## src/rtl/pwm_cfg_pkg.sv

```systemverilog
// Shared definitions for the PWM configuration controller: command word
// layout, opcodes, FSM state encoding and the duty clamp helper.
package pwm_cfg_pkg;

  // Command word width; the host FIFO delivers one word per read.
  localparam int CMD_W = 32;

  // Opcodes carried in the top nibble of a command word.
  localparam logic [3:0] OP_SET_PERIOD = 4'h1;
  localparam logic [3:0] OP_SET_DUTY   = 4'h2;
  localparam logic [3:0] OP_SET_EN     = 4'h3;
  localparam logic [3:0] OP_COMMIT     = 4'h4;

  // FIFO-read FSM encoding.
  localparam logic [1:0] ST_IDLE = 2'd0;
  localparam logic [1:0] ST_WAIT = 2'd1;
  localparam logic [1:0] ST_EXEC = 2'd2;

  // Field map of a command word, MSB first: op, ch, reserved, val.
  typedef struct packed {
    logic [3:0]  op;
    logic [3:0]  ch;
    logic [7:0]  rsvd;
    logic [15:0] val;
  } cmd_t;

  // A duty above the period saturates at the period (100% duty).
  function automatic logic [15:0] clamp_duty(input logic [15:0] duty,
                                             input logic [15:0] period);
    return (duty > period) ? period : duty;
  endfunction

endpackage

```

## src/rtl/pwm_cfg_chan.sv

```systemverilog
// One PWM channel's configuration slice: shadow registers written by
// commands, active registers seen by the PWM core, and the commit-pending
// flag that moves shadow to active on a period boundary.
module pwm_cfg_chan #(
  parameter int CNT_W = 16
) (
  input  logic             rx_clk,
  input  logic             rst_glbl,
  input  logic             set_period,
  input  logic             set_duty,
  input  logic             set_en,
  input  logic             commit_arm,
  input  logic [CNT_W-1:0] val,
  input  logic             en_val,
  input  logic             period_end,
  output logic [CNT_W-1:0] period,
  output logic [CNT_W-1:0] duty,
  output logic             en,
  output logic             pend,
  output logic             load_err
);
  import pwm_cfg_pkg::*;

  logic [CNT_W-1:0] shadow_period;
  logic [CNT_W-1:0] shadow_duty;
  logic             shadow_en;
  logic             load;
  logic [CNT_W-1:0] duty_lim;

  // Load decision and clamped duty, both from registered shadow values.
  always_comb begin
    // NOTE: every signal assigned here gets a default first, so no path
    // leaves it unassigned and no latch is inferred.
    load     = 1'b0;
    duty_lim = '0;
    // A disabled channel has no boundaries to wait for, so it loads as
    // soon as the commit is armed.
    load     = pend & (period_end | ~en);
    duty_lim = CNT_W'(clamp_duty(16'(shadow_duty), 16'(shadow_period)));
  end

  // A zero period cannot run; the load goes ahead but reports an error.
  assign load_err = load & (shadow_period == '0);

  // Shadow registers: written only by decoded commands.
  always_ff @(posedge rx_clk or posedge rst_glbl) begin
    // NOTE: sequential state uses non-blocking (<=) so every flop samples
    // pre-edge values and the block order cannot create races.
    if (rst_glbl) begin
      shadow_period <= '0;
      shadow_duty   <= '0;
      shadow_en     <= 1'b0;
    end else begin
      if (set_period) shadow_period <= val;
      if (set_duty)   shadow_duty   <= val;
      if (set_en)     shadow_en     <= en_val;
    end
  end

  // Active registers: change only on a load so no period is glitched.
  always_ff @(posedge rx_clk or posedge rst_glbl) begin
    if (rst_glbl) begin
      period <= '0;
      duty   <= '0;
      en     <= 1'b0;
    end else if (load) begin
      period <= shadow_period;
      duty   <= duty_lim;
      en     <= shadow_en & (shadow_period != '0);
    end
  end

  // Pending flag: a new commit wins over the clear from a same-cycle load,
  // so the newest shadow values still reach the next boundary.
  always_ff @(posedge rx_clk or posedge rst_glbl) begin
    if (rst_glbl) pend <= 1'b0;
    else          pend <= commit_arm | (pend & ~load);
  end

endmodule

```

## src/rtl/pwm_cfg_ctrl.sv

```systemverilog
// Command-driven configuration controller for a bank of PWM channels.
// Reads command words from the host FIFO with a three-state FSM, decodes
// them into shadow/commit strobes and hands them to per-channel slices.
module pwm_cfg_ctrl #(
  parameter int CH_NUM         = 4,
  parameter int CNT_W          = 16,
  parameter int FIFO_BUS_WIDTH = 4
) (
  input  logic                      rx_clk,
  input  logic                      rst_glbl,
  input  logic [FIFO_BUS_WIDTH*8-1:0] cmd_data,
  input  logic                      cmd_empty,
  output logic                      cmd_rd_en,
  input  logic [CH_NUM-1:0]         pwm_period_end,
  output logic [CH_NUM*CNT_W-1:0]   pwm_period,
  output logic [CH_NUM*CNT_W-1:0]   pwm_duty,
  output logic [CH_NUM-1:0]         pwm_en,
  output logic [CH_NUM-1:0]         commit_pend,
  output logic                      cmd_err
);
  import pwm_cfg_pkg::*;

  logic [1:0]        state;
  cmd_t              cmd_in;
  logic [3:0]        op_q;
  logic [3:0]        ch_q;
  logic [15:0]       val_q;
  logic [CH_NUM-1:0] ch_hit;
  logic              ch_ok;
  logic [CH_NUM-1:0] set_period;
  logic [CH_NUM-1:0] set_duty;
  logic              set_en;
  logic [CH_NUM-1:0] commit_arm;
  logic              exec_err;
  logic [CH_NUM-1:0] load_err;
  logic              unused_rsvd;

  assign cmd_in = cmd_t'(cmd_data[CMD_W-1:0]);

  // The reserved byte carries no meaning and is deliberately dropped.
  assign unused_rsvd = ^cmd_in.rsvd;

  // Read strobe only from IDLE; held low while reset is asserted so the
  // FIFO is never popped during reset.
  assign cmd_rd_en = (state == ST_IDLE) && !cmd_empty && !rst_glbl;

  // FIFO-read FSM: IDLE -> WAIT (data arriving) -> EXEC (decode) -> IDLE.
  always_ff @(posedge rx_clk or posedge rst_glbl) begin
    if (rst_glbl) begin
      state <= ST_IDLE;
    end else begin
      case (state)
        ST_IDLE: if (!cmd_empty) state <= ST_WAIT;
        ST_WAIT: state <= ST_EXEC;
        ST_EXEC: state <= ST_IDLE;
        default: state <= ST_IDLE;
      endcase
    end
  end

  // Capture the word the FIFO presents in the cycle after the read strobe.
  always_ff @(posedge rx_clk or posedge rst_glbl) begin
    if (rst_glbl) begin
      op_q  <= '0;
      ch_q  <= '0;
      val_q <= '0;
    end else if (state == ST_WAIT) begin
      op_q  <= cmd_in.op;
      ch_q  <= cmd_in.ch;
      val_q <= cmd_in.val;
    end
  end

  // Decode the captured word into per-channel strobes during EXEC.
  always_comb begin
    ch_hit     = '0;
    ch_ok      = 1'b0;
    set_period = '0;
    set_duty   = '0;
    set_en     = 1'b0;
    commit_arm = '0;
    exec_err   = 1'b0;
    // Full 4-bit compare so an out-of-range channel never aliases.
    for (int i = 0; i < CH_NUM; i++) begin
      ch_hit[i] = (ch_q == 4'(i));
    end
    ch_ok = |ch_hit;
    if (state == ST_EXEC) begin
      case (op_q)
        OP_SET_PERIOD: begin
          if (ch_ok) set_period = ch_hit;
          else       exec_err   = 1'b1;
        end
        OP_SET_DUTY: begin
          if (ch_ok) set_duty = ch_hit;
          else       exec_err = 1'b1;
        end
        OP_SET_EN: set_en     = 1'b1;
        OP_COMMIT: commit_arm = val_q[CH_NUM-1:0];
        default:   exec_err   = 1'b1;
      endcase
    end
  end

  // One configuration slice per channel, packed onto the flat buses.
  for (genvar g = 0; g < CH_NUM; g++) begin : g_chan
    pwm_cfg_chan #(
      .CNT_W(CNT_W)
    ) u_chan (
      .rx_clk     (rx_clk),
      .rst_glbl   (rst_glbl),
      .set_period (set_period[g]),
      .set_duty   (set_duty[g]),
      .set_en     (set_en),
      .commit_arm (commit_arm[g]),
      .val        (val_q[CNT_W-1:0]),
      .en_val     (val_q[g]),
      .period_end (pwm_period_end[g]),
      .period     (pwm_period[g*CNT_W +: CNT_W]),
      .duty       (pwm_duty[g*CNT_W +: CNT_W]),
      .en         (pwm_en[g]),
      .pend       (commit_pend[g]),
      .load_err   (load_err[g])
    );
  end

  // Rejected commands and zero-period loads share one error pulse.
  assign cmd_err = exec_err | (|load_err);

endmodule
```

## config.mk

```make
export PLATFORM = sky130hd
export DESIGN_NAME = pwm_cfg_ctrl
export DESIGN_NICKNAME = d
export VERILOG_FILES = /design/src/rtl/pwm_cfg_pkg.sv /design/src/rtl/pwm_cfg_chan.sv /design/src/rtl/pwm_cfg_ctrl.sv
export SDC_FILE = /design/constraint.sdc
export NUM_CORES = 1
export LEC_CHECK = 0
export CORE_MARGIN = 1.5
export CORE_UTILIZATION = 60
export CTS_CLUSTER_DIAMETER = 200
export DETAILED_ROUTE_END_ITERATION = 10
export GPL_TIMING_DRIVEN = 0
export PLACE_DENSITY = 0.85
export SETUP_SLACK_MARGIN = 0.4
export SLEW_MARGIN = 20
export SYNTH_ARGS = -nofsm -noshare
export SYNTH_HDL_FRONTEND = slang
export SYNTH_SLANG_ARGS = --single-unit
```

## constraint.sdc

```tcl
create_clock -name rx_clk -period 26.2 [get_ports rx_clk]
set_input_delay 2.62 -clock rx_clk [delete_from_list [all_inputs] [get_ports rx_clk]]
set_output_delay 2.62 -clock rx_clk [all_outputs]
set_load 0.05 [all_outputs]
```

==> reports/results.txt, run 1 <==
Layout cells sized above 1: 13.6%
Worst setup SP type: primary input
Clock slew at reported path FFs: 0.06 ns
Pin count of the biggest net entering global routing: 93
Detailed Place HPWL: 29,000 um
Number of buffers created by CTS: 30
Diodes inserted: 0
Max-Cap Viols: 0
Pleak: 8.60 nW
Final worst path period share: 29.4%
CP max FO: 4
Core ar.: 0.0243 mm2
Max-slew headroom: 30.3%
Number of flops mapped to enable cells by yosys: 0
Most frequent cells in the layout: dfrtp_1, nand2_1, clkdlybuf4s50_1, mux2_2, clkbuf_1
Setup bufs post-CTS: 0
Final setup skew: 0.0131 ns
Final hold vios: 0
GPL Wtd Cong: 0.912
H-Tree Depth: 1
Total global-route track usage: 31.7%
Initial Util: 61.1%
Final cell count without fillers: 1,959
FMAX: 130 MHz
Yosys cell types: 43
Initial antenna violation count: 0
Critical setup path kind: in2out
Critical path arrival: 5.08 ns
Max-slew violations: 0
Vias per cell: 6.25
Final setup violation count: 0
Post-synthesis sequential area ratio: 49.5%
Synthesized area: 0.0149 mm2
VDD IR max: 0.0000558 V
CTS tree: done
Tmin final: 7.70 ns
Vias in the first global route: 12,100
TritonCTS Sinks: 294
RSZ-0062 raised after global routing: no
Overall via count from detail_route: 12,200
Slew @ Worst Pin: 1.04 ns
Worst skew pair latency: 0.56 ns
IO buf count: 168
Placed insts: 1,903
Dpl ws: 18.57 ns
Post-synth ARST share: 100%
Drt drc: 0
Power Density: 87.4 mW/mm2
Root buf cell: clkbuf_16
Post-layout util: 74.3%
Die area: 0.0257 mm2
Most used flip-flop cell after synthesis: dfrtp_1
Hold Buf Count CTS: 0
Worst setup margin: 18.50 ns
GR Overflow Total: 0
Syn Nets: 1,511
Post-Syn Instances: 1,408
Ports: 177
Area Overhead vs Synth: 21.6%
First-pass GRT wire length: 64,500 um
Synth warn: 0
Die width: 160 um
Post-CTS sizing: 0
Final net count: 1,714
ANT nets after route: 0
Synthesized area per cell: 10.5 um2
Clk buf depth: 3
Cell row count: 57
FF+latch count, synth: 294
TritonRoute pass-1 iters: 5
Most common cell after layout, fill and taps aside: dfrtp_1
Crit end category: output pin
Die H: 160 um
Critical path data required time: 23.58 ns
TNS Setup: 0 ns
Total power: 1.58 mW
Final wirelength: 40,900 um
Worst Hold Class: reg2reg
Status: finished clean
Drt wl/cell: 20.9 um
Drt initial violations: 1,080
-- cell families after synthesis --
group	share of synthesized area, %
flip-flops	49.5
buffers and inverters	5.34
multiplexers	11.1
AND/OR/NAND/NOR	16.8
AO/OA/AOI/OAI	11.8
adder cells (fa/ha/maj)	5.39
-- path summary, 6_finish.rpt --
path                       slack, ns  cells after the start                                      startpoint                                           to
min in group asynchronous       2.50                      2                                        rst_glbl  g_chan[3].u_chan.shadow_duty[5]$_DFFE_PP0P_
max                            18.50                      7                               pwm_period_end[1]                                      cmd_err
max reg2reg                    23.32                      8  g_chan[2].u_chan.shadow_period[14]$_DFFE_PP0P_         g_chan[2].u_chan.duty[5]$_DFFE_PP0P_
min reg2reg                     0.47                      2          g_chan[2].u_chan.period[0]$_DFFE_PP0P_       g_chan[2].u_chan.period[0]$_DFFE_PP0P_
max in group asynchronous      22.53                      4                                        rst_glbl        g_chan[1].u_chan.duty[15]$_DFFE_PP0P_
min                             0.47                      2          g_chan[2].u_chan.period[0]$_DFFE_PP0P_       g_chan[2].u_chan.period[0]$_DFFE_PP0P_
-- synthesized netlist by cell type, types with 4 or more instances --
cell type	number	share of area, %
dfrtp_1	294	50
nand2_1	186	4.7
mux2_2	111	8.4
clkbuf_1	89	2.2
o21ai_0	82	2.8
nand3_1	73	2.5
inv_1	70	1.8
or4_1	68	3.4
o31ai_1	65	3.3
a2bb2oi_1	64	3.8
and3_1	64	2.7
ha_1	64	5.4
a21oi_1	28	0.94
mux2_4	18	1.8
nor4_1	18	0.76
nand4_1	16	0.67
buf_4	11	0.56
mux2_1	11	0.83
buf_2	10	0.34
nand2b_1	7	0.29
nor2_1	6	0.15
nor2b_1	5	0.21
nor3_1	5	0.17
a2111oi_0	4	0.24
a21o_1	4	0.20
a221o_1	4	0.27
and2_1	4	0.17
buf_6	4	0.30
o211ai_1	4	0.20
-- flip-flops by register name, indices dropped and copies added (netlist names) --
register / cells
g_chan.u_chan.pend: 4
g_chan.u_chan.shadow_en: 4
state: 2
g_chan.u_chan.period: 64
g_chan.u_chan.duty: 64
ch_q: 4
val_q: 16
g_chan.u_chan.shadow_duty: 64
g_chan.u_chan.shadow_period: 64
g_chan.u_chan.en: 4
op_q: 4
-- final cells by class --
class | instances | area [um2]
sequential | 294 | 7360
buffer | 116 | 531
inverter | 70 | 270
fill | 1599 | 6260
clock inverter | 13 | 121
tap | 324 | 405
multi-input combinational | 928 | 6710
timing repair buffer | 171 | 1760
clock buffer | 43 | 901
-- power by group --
group / total, mW / internal [mW] / switching (mW)
clock network: 0.433 / 0.250 / 0.183
registers: 0.554 / 0.492 / 0.0618
logic: 0.592 / 0.220 / 0.372
-- layer usage --
metal  share of wire, %  wire length (um)  GRT usage [%]  vias to the layer above
met4                3.3              1370           11.9                        0
met1                 42             17000           43.5                     6034
met2                 47             19300           51.1                      571
met5                  0                 0              0                        -
met3                7.7              3160           5.19                      113
li1                   -                 -              -                     5523
-- stage by stage --
step                      area [um2]  hold WS [ns]
final                          18100         0.475
after global routing           18100         0.510
after global placement         16900         0.461
after floorplan                14900         0.445
after CTS                      18100         0.478
after detailed placement       17000         0.463
-- critical path, cell delays in order --
cell and delay (ns):
clkdlybuf4s50_1 0.45, nand2b_1 0.13, nand2_1 0.17, nor3_1 0.50, nor4_1 0.14, nand2_1 0.22, clkdlybuf4s50_1 0.84
Power figures use the tool's default switching activity.
==> run 2, diff against run 1 <==
- CORE_UTILIZATION: 60 -> 57
- PLACE_DENSITY: 0.85 -> 0.81
- clock period: 26.2 -> 7.9 ns (I/O delays scaled with it)
==> run 2 against run 1 <==
Register-to-register slack worse by 18 ns. Critical path type unchanged. Core utilization down 3.1 points. Combinational power rose to 3.3 times the previous value. Largest cell class unchanged. First-iteration DRC count down 2.5%. Critical endpoint unchanged. Worst setup slack worse by 15 ns. Wire length down 1.1%. Clock skew down 0.0028 ns. Global-route usage down 1.3 points. Hold slack better by 0.0048 ns. Sequential share of layout area about the same. Via count down 2.3%.
==> reports/results.txt, run 2 (same netlist as run 1, synthesis figures left out) <==
IO buf count: 168
Critical path data required time: 7.11 ns
Worst reg2reg path depth: 9
Clock slew at reported path FFs: 0.06 ns
GPL Wtd Cong: 0.921
Drt wl/cell: 20.5 um
Worst Hold Class: reg2reg
Drt drc: 0
Final net count: 1,720
Tmin final: 3.93 ns
Hold depth: 2
Die width: 164 um
Fill cells: 1,857
Final hold vios: 0
Hold Buf Count CTS: 0
WHS: 0.479 ns
ANT nets after route: 0
Worst setup SP type: primary input
Crit end category: output pin
Critical path arrival: 3.14 ns
Overall via count from detail_route: 12,000
Critical setup path kind: in2out
TNS Setup: 0 ns
CP max FO: 4
CTS tree: done
Root buf cell: clkbuf_16
TritonRoute pass-1 iters: 5
Post-CTS sizing: 0
Slew @ Worst Pin: 1.11 ns
FMAX: 254 MHz
H-Tree Depth: 1
Storage cell area: 0.00736 mm2
RSZ-0062 raised after global routing: no
Max-Cap Viols: 0
Clk buf depth: 3
Final wirelength: 40,400 um
GR Overflow Total: 0
Final setup skew: 0.0104 ns
Cell row count: 58
Diodes inserted: 0
Dpl ws: 3.98 ns
Final worst path period share: 49.8%
Power Density: 284 mW/mm2
Max-slew headroom: 25.9%
Most frequent cells in the layout: dfrtp_1, nand2_1, clkdlybuf4s50_1, mux2_2, clkbuf_1
Pin count of the biggest net entering global routing: 36
Status: finished clean
Total global-route track usage: 30.4%
Initial antenna violation count: 0
Vias in the first global route: 12,000
Pleak: 8.62 nW
Setup bufs post-CTS: 0
First-pass GRT wire length: 64,100 um
Worst setup margin: 3.97 ns
Final setup violation count: 0
Die H: 164 um
Max-slew violations: 0
Die area: 0.0270 mm2
Most common cell after layout, fill and taps aside: dfrtp_1
Core ar.: 0.0254 mm2
Initial Util: 58.5%
Worst skew pair latency: 0.55 ns
Multi-input gate area: 0.00671 mm2
Layout cells sized above 1: 13.5%
Detailed Place HPWL: 29,900 um
TritonCTS Sinks: 294
Number of buffers created by CTS: 30
Area Overhead vs Synth: 21.7%
Drt initial violations: 1,053
Vias per cell: 6.07
Ports: 177
VDD IR max: 0.000231 V
[run 2: changes by cell type in the layout (fill, tap and decap cells not counted), sizes merged]
cell      change
buf           +6
bufinv        -1
clkbuf        +1
clkinv        -1
clkinvlp      -1
[run 2: worst paths after layout]
path / start / slack (ns) / to
worst max-delay path: pwm_period_end[0] / 3.97 / cmd_err
worst min-delay path: g_chan[2].u_chan.period[4]$_DFFE_PP0P_ / 0.48 / g_chan[2].u_chan.period[4]$_DFFE_PP0P_
worst max register to register: g_chan[3].u_chan.shadow_period[1]$_DFFE_PP0P_ / 4.99 / g_chan[3].u_chan.duty[10]$_DFFE_PP0P_
worst min register to register: g_chan[2].u_chan.period[4]$_DFFE_PP0P_ / 0.48 / g_chan[2].u_chan.period[4]$_DFFE_PP0P_
max in group asynchronous: rst_glbl / 5.87 / g_chan[1].u_chan.duty[14]$_DFFE_PP0P_
min in group asynchronous: rst_glbl / 0.73 / state[0]$_DFFE_PP0P_
[run 2: critical path: stages]
cell and delay, ns:
clkdlybuf4s50_1 0.46, nand2b_1 0.14, nand2_1 0.13, nor3_1 0.51
nor4_1 0.14, nand2_1 0.15, clkdlybuf4s50_1 0.82
[run 2: final cells by class]
| cell class | instances | area share, % |
|---|---|---|
| repair buffers | 177 | 10.3 |
| plain buffers | 116 | 2.93 |
| flip-flops and latches | 294 | 40.7 |
| clock buffers | 44 | 4.84 |
| clock inverters | 10 | 0.332 |
| well taps | 330 | 2.28 |
| inverters | 70 | 1.47 |
| multi-input cells | 928 | 37.1 |
[run 2: routing by layer]
metal	up-vias	part of all wire (%)	track usage [%]	wire (um)
met5	-	0	0	0
met1	5923	45	43.1	18000
met2	440	47	49.3	18900
met3	76	5.6	3.59	2280
met4	0	2.9	9.42	1150
li1	5522	-	-	-
[run 2: report_power, final]
group          switching [mW]  internal [mW]
sequential              0.208           1.63
combinational            1.22          0.734
clock                   0.586          0.765
total                    2.01           3.13
[run 2: stage by stage]
stage                     utilization, %  instances  power (mW)  cell area, um2
final                               71.2       1969        5.14           18100
after CTS                           71.2       1969        5.10           18100
after global placement              66.7       1906        3.66           17000
after global routing                71.2       1969        5.37           18100
after detailed placement            67.5       1915        3.75           17100
after floorplan                        -       1408        3.19           14900
